### config.mk
export PLATFORM = sky130hd
export DESIGN_NAME = axi4_lite_slave_write_responder
export DESIGN_NICKNAME = d
export VERILOG_FILES = /design/src/rtl/axi4_lite_globals_pkg.sv /design/src/rtl/axi4_lite_reg_bank.sv /design/src/rtl/axi4_lite_slave_write_responder.sv
export SDC_FILE = /design/constraint.sdc
export NUM_CORES = 1
export LEC_CHECK = 0
export CAP_MARGIN = 0
export CELL_PAD_IN_SITES_DETAIL_PLACEMENT = 2
export CELL_PAD_IN_SITES_GLOBAL_PLACEMENT = 2
export CORE_ASPECT_RATIO = 0.9
export CORE_MARGIN = 10
export CORE_UTILIZATION = 30
export CTS_CLUSTER_SIZE = 24
export DETAILED_ROUTE_END_ITERATION = 6
export GPL_TIMING_DRIVEN = 1
export PLACE_DENSITY = 0.56
export SYNTH_ARGS = -nofsm -noshare
export SYNTH_HDL_FRONTEND = slang
export SYNTH_HIERARCHICAL = 1
export SYNTH_SLANG_ARGS = --single-unit
### constraint.sdc
create_clock -name aclk -period 18.7 [get_ports aclk]
set_input_delay 2.805 -clock aclk [delete_from_list [all_inputs] [get_ports aclk]]
set_output_delay 2.805 -clock aclk [all_outputs]
set_load 0.01 [all_outputs]
### src/rtl/axi4_lite_globals_pkg.sv
// Shared AXI4-Lite definitions: bus width defaults, response codes and the
// slave write-responder state encoding.
package Axi4LiteGlobalsPkg;

  localparam int AXI_ADDR_WIDTH = 32;
  localparam int AXI_DATA_WIDTH = 32;

  typedef enum logic [1:0] {
    RESP_OKAY   = 2'b00,
    RESP_EXOKAY = 2'b01,
    RESP_SLVERR = 2'b10,
    RESP_DECERR = 2'b11
  } axi_resp_t;

  typedef enum logic [2:0] {
    WR_IDLE    = 3'd0,
    WR_HAVE_AW = 3'd1,
    WR_HAVE_W  = 3'd2,
    WR_COMMIT  = 3'd3,
    WR_RESP    = 3'd4
  } wr_state_t;

endpackage

### src/rtl/axi4_lite_reg_bank.sv
// NUM_REGS x DATA_WIDTH register storage with a byte-strobed write port,
// asynchronous active-high clear and a combinational read port.
module axi4_lite_reg_bank #(
  parameter int DATA_WIDTH = 32,
  parameter int NUM_REGS   = 16
) (
  input  logic                        clk,
  input  logic                        rst,
  input  logic                        we,
  input  logic [$clog2(NUM_REGS)-1:0] widx,
  input  logic [DATA_WIDTH-1:0]       wdata,
  input  logic [DATA_WIDTH/8-1:0]     wstrb,
  input  logic [$clog2(NUM_REGS)-1:0] rindex,
  output logic [DATA_WIDTH-1:0]       rdata
);

  localparam int STRB_WIDTH = DATA_WIDTH / 8;

  logic [DATA_WIDTH-1:0] regs [NUM_REGS];

  // Byte-lane merge of the write data into the addressed register.
  always_ff @(posedge clk or posedge rst) begin
    if (rst) begin
      for (int r = 0; r < NUM_REGS; r++) regs[r] <= '0;
    end else if (we) begin
      for (int b = 0; b < STRB_WIDTH; b++) begin
        if (wstrb[b]) regs[widx][b*8 +: 8] <= wdata[b*8 +: 8];
      end
    end
  end

  // Peek port: plain combinational read of the selected register.
  always_comb begin
    rdata = regs[rindex];
  end

endmodule

### src/rtl/axi4_lite_slave_write_responder.sv
// AXI4-Lite slave write engine: accepts AW and W independently, commits the
// strobe-masked write into a local register bank and returns a B response.
// Optional build macro: AXI4_LITE_SLAVE_WRITE_PROT_CHECK_EN rejects
// non-secure (awprot[1]=1) writes with SLVERR.
//
// Handshake rule: a transfer happens on a channel at a rising aclk edge where
// both its valid and ready are high. Readies are registered and only offered
// for a channel that is not already held; bvalid, once raised, holds with a
// stable bresp until the edge where bready is also high.
module axi4_lite_slave_write_responder
  import Axi4LiteGlobalsPkg::*;
#(
  parameter int ADDRESS_WIDTH = AXI_ADDR_WIDTH,
  parameter int DATA_WIDTH    = AXI_DATA_WIDTH,
  parameter int NUM_REGS      = 16
) (
  input  logic                        aclk,
  input  logic                        areset,
  input  logic [ADDRESS_WIDTH-1:0]    awaddr,
  input  logic [2:0]                  awprot,
  input  logic                        awvalid,
  output logic                        awready,
  input  logic [DATA_WIDTH-1:0]       wdata,
  input  logic [DATA_WIDTH/8-1:0]     wstrb,
  input  logic                        wvalid,
  output logic                        wready,
  output logic [1:0]                  bresp,
  output logic                        bvalid,
  input  logic                        bready,
  input  logic [$clog2(NUM_REGS)-1:0] rd_index,
  output logic [DATA_WIDTH-1:0]       rd_data,
  output logic [2:0]                  dbg_state
);

  localparam int STRB_WIDTH = DATA_WIDTH / 8;
  localparam int IDX_WIDTH  = $clog2(NUM_REGS);
  localparam int ADDR_LSB   = $clog2(STRB_WIDTH);

  wr_state_t                state_q, state_d;
  logic                     aw_held_q, aw_held_d;
  logic                     w_held_q, w_held_d;
  logic [ADDRESS_WIDTH-1:0] awaddr_q;
  logic [2:0]               awprot_q;
  logic [DATA_WIDTH-1:0]    wdata_q;
  logic [STRB_WIDTH-1:0]    wstrb_q;
  axi_resp_t                bresp_q, bresp_d;
  logic                     awready_d, wready_d, bvalid_d;
  logic                     aw_hs, w_hs;
  logic                     in_range, access_ok, commit_we;
  logic [IDX_WIDTH-1:0]     commit_idx;

  assign aw_hs = awvalid & awready;
  assign w_hs  = wvalid & wready;

  // Address decode of the held write: word index plus an all-zero upper field.
  assign commit_idx = awaddr_q[ADDR_LSB +: IDX_WIDTH];
  assign in_range   = ((awaddr_q >> (ADDR_LSB + IDX_WIDTH)) == '0);

`ifdef AXI4_LITE_SLAVE_WRITE_PROT_CHECK_EN
  assign access_ok = in_range & ~awprot_q[1];
`else
  logic unused_awprot;
  assign unused_awprot = ^awprot_q;
  assign access_ok     = in_range;
`endif

  assign commit_we = (state_q == WR_COMMIT) & access_ok;

  // Next state, held-channel flags, registered readies and response.
  always_comb begin
    state_d   = state_q;
    aw_held_d = aw_held_q;
    w_held_d  = w_held_q;
    bresp_d   = bresp_q;
    // The FSM advances on held flags, so a handshake shows up in the state
    // one edge later; the flags themselves gate the readies immediately.
    unique case (state_q)
      WR_IDLE: begin
        if (aw_held_q && w_held_q) state_d = WR_COMMIT;
        else if (aw_held_q)        state_d = WR_HAVE_AW;
        else if (w_held_q)         state_d = WR_HAVE_W;
      end
      WR_HAVE_AW: if (w_held_q)  state_d = WR_COMMIT;
      WR_HAVE_W:  if (aw_held_q) state_d = WR_COMMIT;
      WR_COMMIT: begin
        state_d = WR_RESP;
        bresp_d = access_ok ? RESP_OKAY : RESP_SLVERR;
      end
      WR_RESP:    if (bready) state_d = WR_IDLE;
      default:    state_d = WR_IDLE;
    endcase
    if (state_q == WR_COMMIT) begin
      aw_held_d = 1'b0;
      w_held_d  = 1'b0;
    end else begin
      if (aw_hs) aw_held_d = 1'b1;
      if (w_hs)  w_held_d  = 1'b1;
    end
    awready_d = ((state_d == WR_IDLE) || (state_d == WR_HAVE_W)) && !aw_held_d;
    wready_d  = ((state_d == WR_IDLE) || (state_d == WR_HAVE_AW)) && !w_held_d;
    bvalid_d  = (state_d == WR_RESP);
  end

  // State, handshake flags and bus-facing outputs.
  always_ff @(posedge aclk or posedge areset) begin
    if (areset) begin
      state_q   <= WR_IDLE;
      aw_held_q <= 1'b0;
      w_held_q  <= 1'b0;
      awready   <= 1'b0;
      wready    <= 1'b0;
      bvalid    <= 1'b0;
      bresp_q   <= RESP_OKAY;
    end else begin
      state_q   <= state_d;
      aw_held_q <= aw_held_d;
      w_held_q  <= w_held_d;
      awready   <= awready_d;
      wready    <= wready_d;
      bvalid    <= bvalid_d;
      bresp_q   <= bresp_d;
    end
  end

  // Holding registers capture each channel's payload at its handshake.
  always_ff @(posedge aclk or posedge areset) begin
    if (areset) begin
      awaddr_q <= '0;
      awprot_q <= '0;
      wdata_q  <= '0;
      wstrb_q  <= '0;
    end else begin
      if (aw_hs) begin
        awaddr_q <= awaddr;
        awprot_q <= awprot;
      end
      if (w_hs) begin
        wdata_q <= wdata;
        wstrb_q <= wstrb;
      end
    end
  end

  assign bresp     = bresp_q;
  assign dbg_state = state_q;

  axi4_lite_reg_bank #(
    .DATA_WIDTH (DATA_WIDTH),
    .NUM_REGS   (NUM_REGS)
  ) u_reg_bank (
    .clk    (aclk),
    .rst    (areset),
    .we     (commit_we),
    .widx   (commit_idx),
    .wdata  (wdata_q),
    .wstrb  (wstrb_q),
    .rindex (rd_index),
    .rdata  (rd_data)
  );

endmodule

==> results of run 1 <==
## placed cells by master (no fill, tap or decap), types with 3 or more instances in the layout
master             n
a21oi_1            4
nand4b_1           5
nand2_1           46
a22oi_1           64
and4bb_2           4
clkdlybuf4s50_1  111
bufinv_16          8
nor4_1             6
nand2b_1          16
mux2_2           505
nor2_1             6
inv_6              4
clkbuf_16         70
mux4_2           128
clkinv_2          13
clkbuf_8          18
mux2_1            43
buf_4             18
clkbuf_1          12
nor2b_1            3
nor2_2            34
dfrtp_1          587
nand3_1            6
mux2_4            30
## cell families (layout without fill, tap and decap cells)
family / count (synthesis) / after routing / share of synthesized area
simple gates: 154 / 154 / 0.0370
flops: 587 / 587 / 0.561
other cells: 1 / 2 / 0.000143
compound gates: 69 / 69 / 0.0195
buf+inv: 110 / 261 / 0.0190
mux: 706 / 706 / 0.363
## flip-flops by register name (all words and copies together), names as in the netlist
name,cells
bresp,1
aw_held_q,1
wdata_q,32
w_held_q,1
awready,1
wstrb_q,4
u_reg_bank/regs,512
awaddr_q,30
wready,1
bvalid,1
dbg_state,3
## power groups by stage
stage | sequential [uW] | combinational, uW | clock (uW)
2_1_floorplan | 1440 | 304 | 0
3_3_place_gp | 1600 | 300 | 0
3_5_place_dp | 1610 | 309 | 0
4_1_cts | 1590 | 311 | 1480
5_1_grt | 1620 | 330 | 1530
6_report | 1590 | 302 | 1430
## through the flow
stage	cells	setup WS (ps)	utilization	total power (uW)	hold slack [ps]
floorplan	1627	1600	-	1750	453
global placement	2794	9480	0.330	1900	466
detailed placement	2794	9480	0.330	1920	479
CTS	2922	9480	0.358	3380	493
global route	2922	9440	0.358	3480	513
finish	2923	9560	0.358	3320	487
## per-layer routing
layer  vias up  share of wire
met1      8111           0.46
li1       6286              -
met4         0          0.022
met2       195           0.49
met3       100          0.032
met5         -              0
## area by class of cell
class | instances | share of cell area
inverter | 2 | 0.000568
sequential | 587 | 0.476
timing repair buffer | 131 | 0.0413
multi-input combinational | 930 | 0.357
clock inverter | 28 | 0.0120
clock buffer | 100 | 0.0663
antenna | 1 | 0.0000811
tap | 1144 | 0.0464
## path summary, 6_finish.rpt
check / from / end / slack (ps) / cells after the start
worst min-delay path: u_reg_bank/regs[8]$_DFFE_PP0P_ / u_reg_bank/regs[8]$_DFFE_PP0P_ / 490 / 1
max in group asynchronous: areset / u_reg_bank/regs[493]$_DFFE_PP0P_ / 13550 / 4
min in group asynchronous: areset / wdata_q[18]$_DFFE_PP0P_ / 2740 / 2
worst max register to register: awaddr_q[21]$_DFFE_PP0P_ / u_reg_bank/regs[170]$_DFFE_PP0P_ / 15480 / 7
worst max-delay path: rd_index[1] / rd_data[16] / 9560 / 7
worst min register to register: u_reg_bank/regs[8]$_DFFE_PP0P_ / u_reg_bank/regs[8]$_DFFE_PP0P_ / 490 / 1
==> flow_summary_export.csv, run 1 <==
group,metric,value,unit
floorplanning,die_width,331,um
timing,period_share,0.489,
floorplanning,die_h,300,um
timing,finClkSkew,21.0,ps
flow_run,max_cap_viol_count,0,
drt,drt_iter0_drc,636,
timing,layout_min_cycle_time,9140,ps
timing,setup_violations,0,
cells_and_area,final_nets,1802,
power_and_ir_drop,p_sw_frac,0.285,
cells_and_area,multi_input_area,11000,sq um
floorplanning,io_pins,120,
placement,gp_congestion,0.692,
clocking,clk_pin_slew,60,ps
clocking,htree_levels,3,
grt,grt_max_degree,101,
cells_and_area,fillers,8590,
yosys,synth_edf_count,0,
critical_path,cp-start-kind,"input pin",
critical_path,criticalPathCategory,"input pin to primary output",
grt,grt_use_met2,0.242,
drt,vias,14700,
timing,slew_violations,0,
critical_path,cpMostUsedCell,"buf_4",
power_and_ir_drop,clock_power_share,0.430,
floorplanning,start_util,0.303,
cells_and_area,syn_to_final_growth,17.9,%
timing,hold_viol_final,0,
power_and_ir_drop,internal_power,2370,uW
grt,top_usage_layer,"met2",
yosys,ys_ff_latch,587,
power_and_ir_drop,cellLeakagePower,0.0144,uW
grt,grtUsageMet3,0.0211,
cells_and_area,drive_gt1_frac,0.484,
yosys,async_reset_ff_frac,1.00,
grt,grt_pass1_wl,110,mm
floorplanning,die_area,99500,sq um
yosys,synth_cells,1627,
yosys,ys_seq_area_frac,0.561,
power_and_ir_drop,irDropWorstVdd,0.0000561,V
yosys,syn_nets,1707,
clocking,cts_tree,"yes",
yosys,syn_area_per_cell,16.1,sq um
clocking,postCtsHoldBufs,0,
clocking,cts_resized,0,
grt,antenna_found_initial,0,
grt,use_met1,0.189,
placement,portBuffers,113,
timing,relSlewSlack,0.265,
drt,vias_per_cell,5.03,
floorplanning,core_area,86300,sq um
drt,ant_nets,0,
clocking,cts_setup_buffers,0,
drt,wl_per_cell,24.5,um
yosys,synth.distinct_cells,42,
cells_and_area,fin_area,30800,sq um
drt,wl,71.7,mm
timing,fin_setup_tns,0,ps
critical_path,critPathBufInv,4,
placement,dpl_cell_area,28400,sq um
drt,route.detailed.drc,0,
outcome,status,"completed",
placement,hpwlAfterDp,44.1,mm
critical_path,worstSetupEndpointType,"primary output",
cells_and_area,seq_area,14700,sq um
yosys,yosys_warnings,6,
clocking,cts-root-buf,"clkbuf_16",
floorplanning,rows,102,
critical_path,crit_path_top_delay_cell,"buf_4",
critical_path,cp.required,15890,ps
clocking,cts_max_path_buffers,3,
critical_path,max_stage_delay,880,ps
timing,worstMarginPinSlew,1100,ps
clocking,insertion_delay,610,ps
timing,fmax,0.109,GHz
power_and_ir_drop,p_per_area,108,nW/um^2
power_and_ir_drop,p_switching,944,uW
yosys,synthTopCellsByCount,"dfrtp_1 (587), mux2_2 (505), mux4_2 (128)",
clocking,clock_sinks,587,
critical_path,path_delay_family,"buffers and inverters",
critical_path,crit_chain,"buf_6 > buf_4 > buf_4 > mux4_2 > a22oi_1 > nand2_1 > clkdlybuf4s50_1",
yosys,synth_area_leader_cell,"dfrtp_1",
critical_path,cp.arrival,6330,ps
yosys,synthFlopType,"dfrtp_1",
yosys,synthTopCellsByArea,"dfrtp_1 (56%), mux2_2 (22%), mux4_2 (11%), mux2_1 (1.9%), a22oi_1 (1.8%)",
clocking,cts_buffers,70,
power_and_ir_drop,seq_power_share,0.479,
yosys,synth_area,26200,sq um
grt,grt.total_usage,0.143,
power_and_ir_drop,comb_power_share,0.091,
grt,grt_pass1_vias,16900,
drt,drt-pass1-iter-count,4,
critical_path,cp_max_fo,58,
yosys,synth_top_area_share,0.561,
timing,grt_setup_unrepaired,"false",
worst_hold_path,hold_class,"flop to flop",
grt,overflow,0,
yosys,post-synth-top-count-cell,"dfrtp_1",
Note: power is estimated with default switching activity, not from simulation.
==> run 2: changes to the inputs <==
- PLACE_DENSITY: 0.56 -> 0.58
- clock period: 18.7 -> 7.5 ns (I/O delays scaled with it)
==> flow_summary_export.csv, run 2 (synthesis results as in run 1) <==
group,metric,value,unit
drt,vias_per_cell,4.95,
drt,vias,14500,
power_and_ir_drop,internal_power,6040,uW
placement,hpwlAfterDp,43.9,mm
floorplanning,die_h,300,um
placement,gp_congestion,0.701,
flow_run,max_cap_viol_count,0,
cells_and_area,final_common_cell,"dfrtp_1",
power_and_ir_drop,clock_power_share,0.436,
cells_and_area,final_nets,1803,
timing,setup_violations,0,
drt,highest_layer,"met4",
clocking,postCtsHoldBufs,0,
clocking,htree_levels,3,
clocking,cts_setup_buffers,0,
floorplanning,start_util,0.303,
floorplanning,core_area,86300,sq um
cells_and_area,syn_to_final_growth,18.3,%
drt,wl_met2,35.1,mm
grt,grt_pass1_vias,16700,
timing,hold_viol_final,0,
cells_and_area,final_core_util,0.359,
timing,finClkSkew,14.9,ps
power_and_ir_drop,p_per_area,269,nW/um^2
power_and_ir_drop,power,8340,uW
critical_path,cp-start-kind,"input pin",
placement,dpl_cell_area,28500,sq um
power_and_ir_drop,irDropWorstVdd,0.000138,V
timing,grt_setup_unrepaired,"false",
outcome,status,"completed",
cells_and_area,fin_area,31000,sq um
drt,drt_iter0_drc,641,
grt,grt_pass1_wl,109,mm
power_and_ir_drop,comb_power_share,0.091,
cells_and_area,fillers,8524,
grt,antenna_found_initial,0,
cells_and_area,drive_gt1_frac,0.484,
critical_path,cp.arrival,3990,ps
drt,route.detailed.drc,0,
clocking,cts_resized,0,
power_and_ir_drop,p_switching,2310,uW
clocking,clk_pin_slew,50,ps
cells_and_area,seq_area,14700,sq um
grt,overflow,0,
drt,wl,70.7,mm
timing,period_share,0.682,
clocking,cts_max_path_buffers,3,
clocking,clock_sinks,587,
timing,fin_setup_tns,0,ps
floorplanning,io_pins,120,
timing,worstMarginPinSlew,1230,ps
cells_and_area,largest_reg_flops,512,
cells_and_area,regMostFlops,"u_reg_bank/regs",
power_and_ir_drop,seq_power_share,0.473,
cells_and_area,multi_input_area,11000,sq um
critical_path,criticalPathCategory,"input pin to primary output",
timing,layout_min_cycle_time,5110,ps
placement,portBuffers,113,
floorplanning,die_area,99500,sq um
clocking,insertion_delay,600,ps
clocking,cts-root-buf,"clkbuf_16",
critical_path,cp_max_fo,24,
clocking,cts_tree,"yes",
timing,slew_violations,0,
grt,grt_max_degree,167,
worst_hold_path,hold_class,"flop to flop",
placement,place_inst,2795,
timing,fmax,0.196,GHz
drt,ant_nets,0,
cells_and_area,mostFrequentLayoutCells,"dfrtp_1 (587), mux2_2 (505), mux4_2 (128), clkdlybuf4s50_1 (111), clkbuf_16 (73)",
floorplanning,rows,102,
power_and_ir_drop,p_sw_frac,0.276,
floorplanning,die_width,331,um
cells_and_area,largestRegisters,"u_reg_bank/regs: 512 flops, wdata_q: 32 flops, awaddr_q: 30 flops",
drt,drt-pass1-iter-count,4,
power_and_ir_drop,cellLeakagePower,0.0145,uW
drt,wl_per_cell,24.2,um
grt,grt.total_usage,0.141,
cells_and_area,fin_cells,2922,
timing,relSlewSlack,0.179,
critical_path,cp.required,6380,ps
drt,wl_met3,1.93,mm
drt,met1_length,32.3,mm
critical_path,worstSetupEndpointType,"primary output",
clocking,cts_buffers,70,
run 2: cell types whose count changed in the layout (fill, tap and decap cells not counted), moves of 2 or more:
cell       delta
inv_6         -4
bufinv_16     +2
buf_12        +4
clkbuf_1      -3
clkbuf_16     +3
buf_4         -3
run 2: layer usage:
| layer | GRT usage | vias to the layer above |
|---|---|---|
| met2 | 0.239 | 170 |
| li1 | - | 6281 |
| met3 | 0.0230 | 80 |
| met1 | 0.187 | 7938 |
| met5 | 0 | - |
| met4 | 0.0313 | 0 |
run 2: final cells by class:
class,count,area share
clock inverter,25,0.0122
tap,1144,0.0462
inverter,2,0.000444
antenna,2,0.000162
multi-input combinational,930,0.356
timing repair buffer,132,0.0429
sequential,587,0.474
clock buffer,100,0.0681
run 2: critical path, cell delays in order:
cell	delay (ps)
clkdlybuf4s50_1	610
nor2b_4	960
buf_4	370
a22oi_1	140
nand2_1	170
clkdlybuf4s50_1	570
run 2: final timing paths:
kind | from | endpoint | slack (ps) | cells after the start
min in group asynchronous | areset | wdata_q[20]$_DFFE_PP0P_ | 980 | 2
max | rd_index[3] | rd_data[17] | 2390 | 6
max in group asynchronous | areset | u_reg_bank/regs[487]$_DFFE_PP0P_ | 4810 | 3
max reg2reg | awaddr_q[7]$_DFFE_PP0P_ | u_reg_bank/regs[390]$_DFFE_PP0P_ | 4240 | 7
min | u_reg_bank/regs[8]$_DFFE_PP0P_ | u_reg_bank/regs[8]$_DFFE_PP0P_ | 480 | 1
min reg2reg | u_reg_bank/regs[8]$_DFFE_PP0P_ | u_reg_bank/regs[8]$_DFFE_PP0P_ | 480 | 1
run 2: stage by stage:
step                setup WS [ps]  hold WS (ps)
global route                 2180           507
floorplan                    -577           453
finish                       2390           481
detailed placement           2310           474
CTS                          2310           487
global placement             2330           463
run 2: power by group through the flow:
stage                     combinational (uW)  clock (uW)  sequential [uW]
final                                    759        3640             3950
after global routing                     826        3900             4020
after CTS                                782        3770             3950
after detailed placement                 776           0             4000
after global placement                   750           0             3960
after floorplan                          759           0             3600
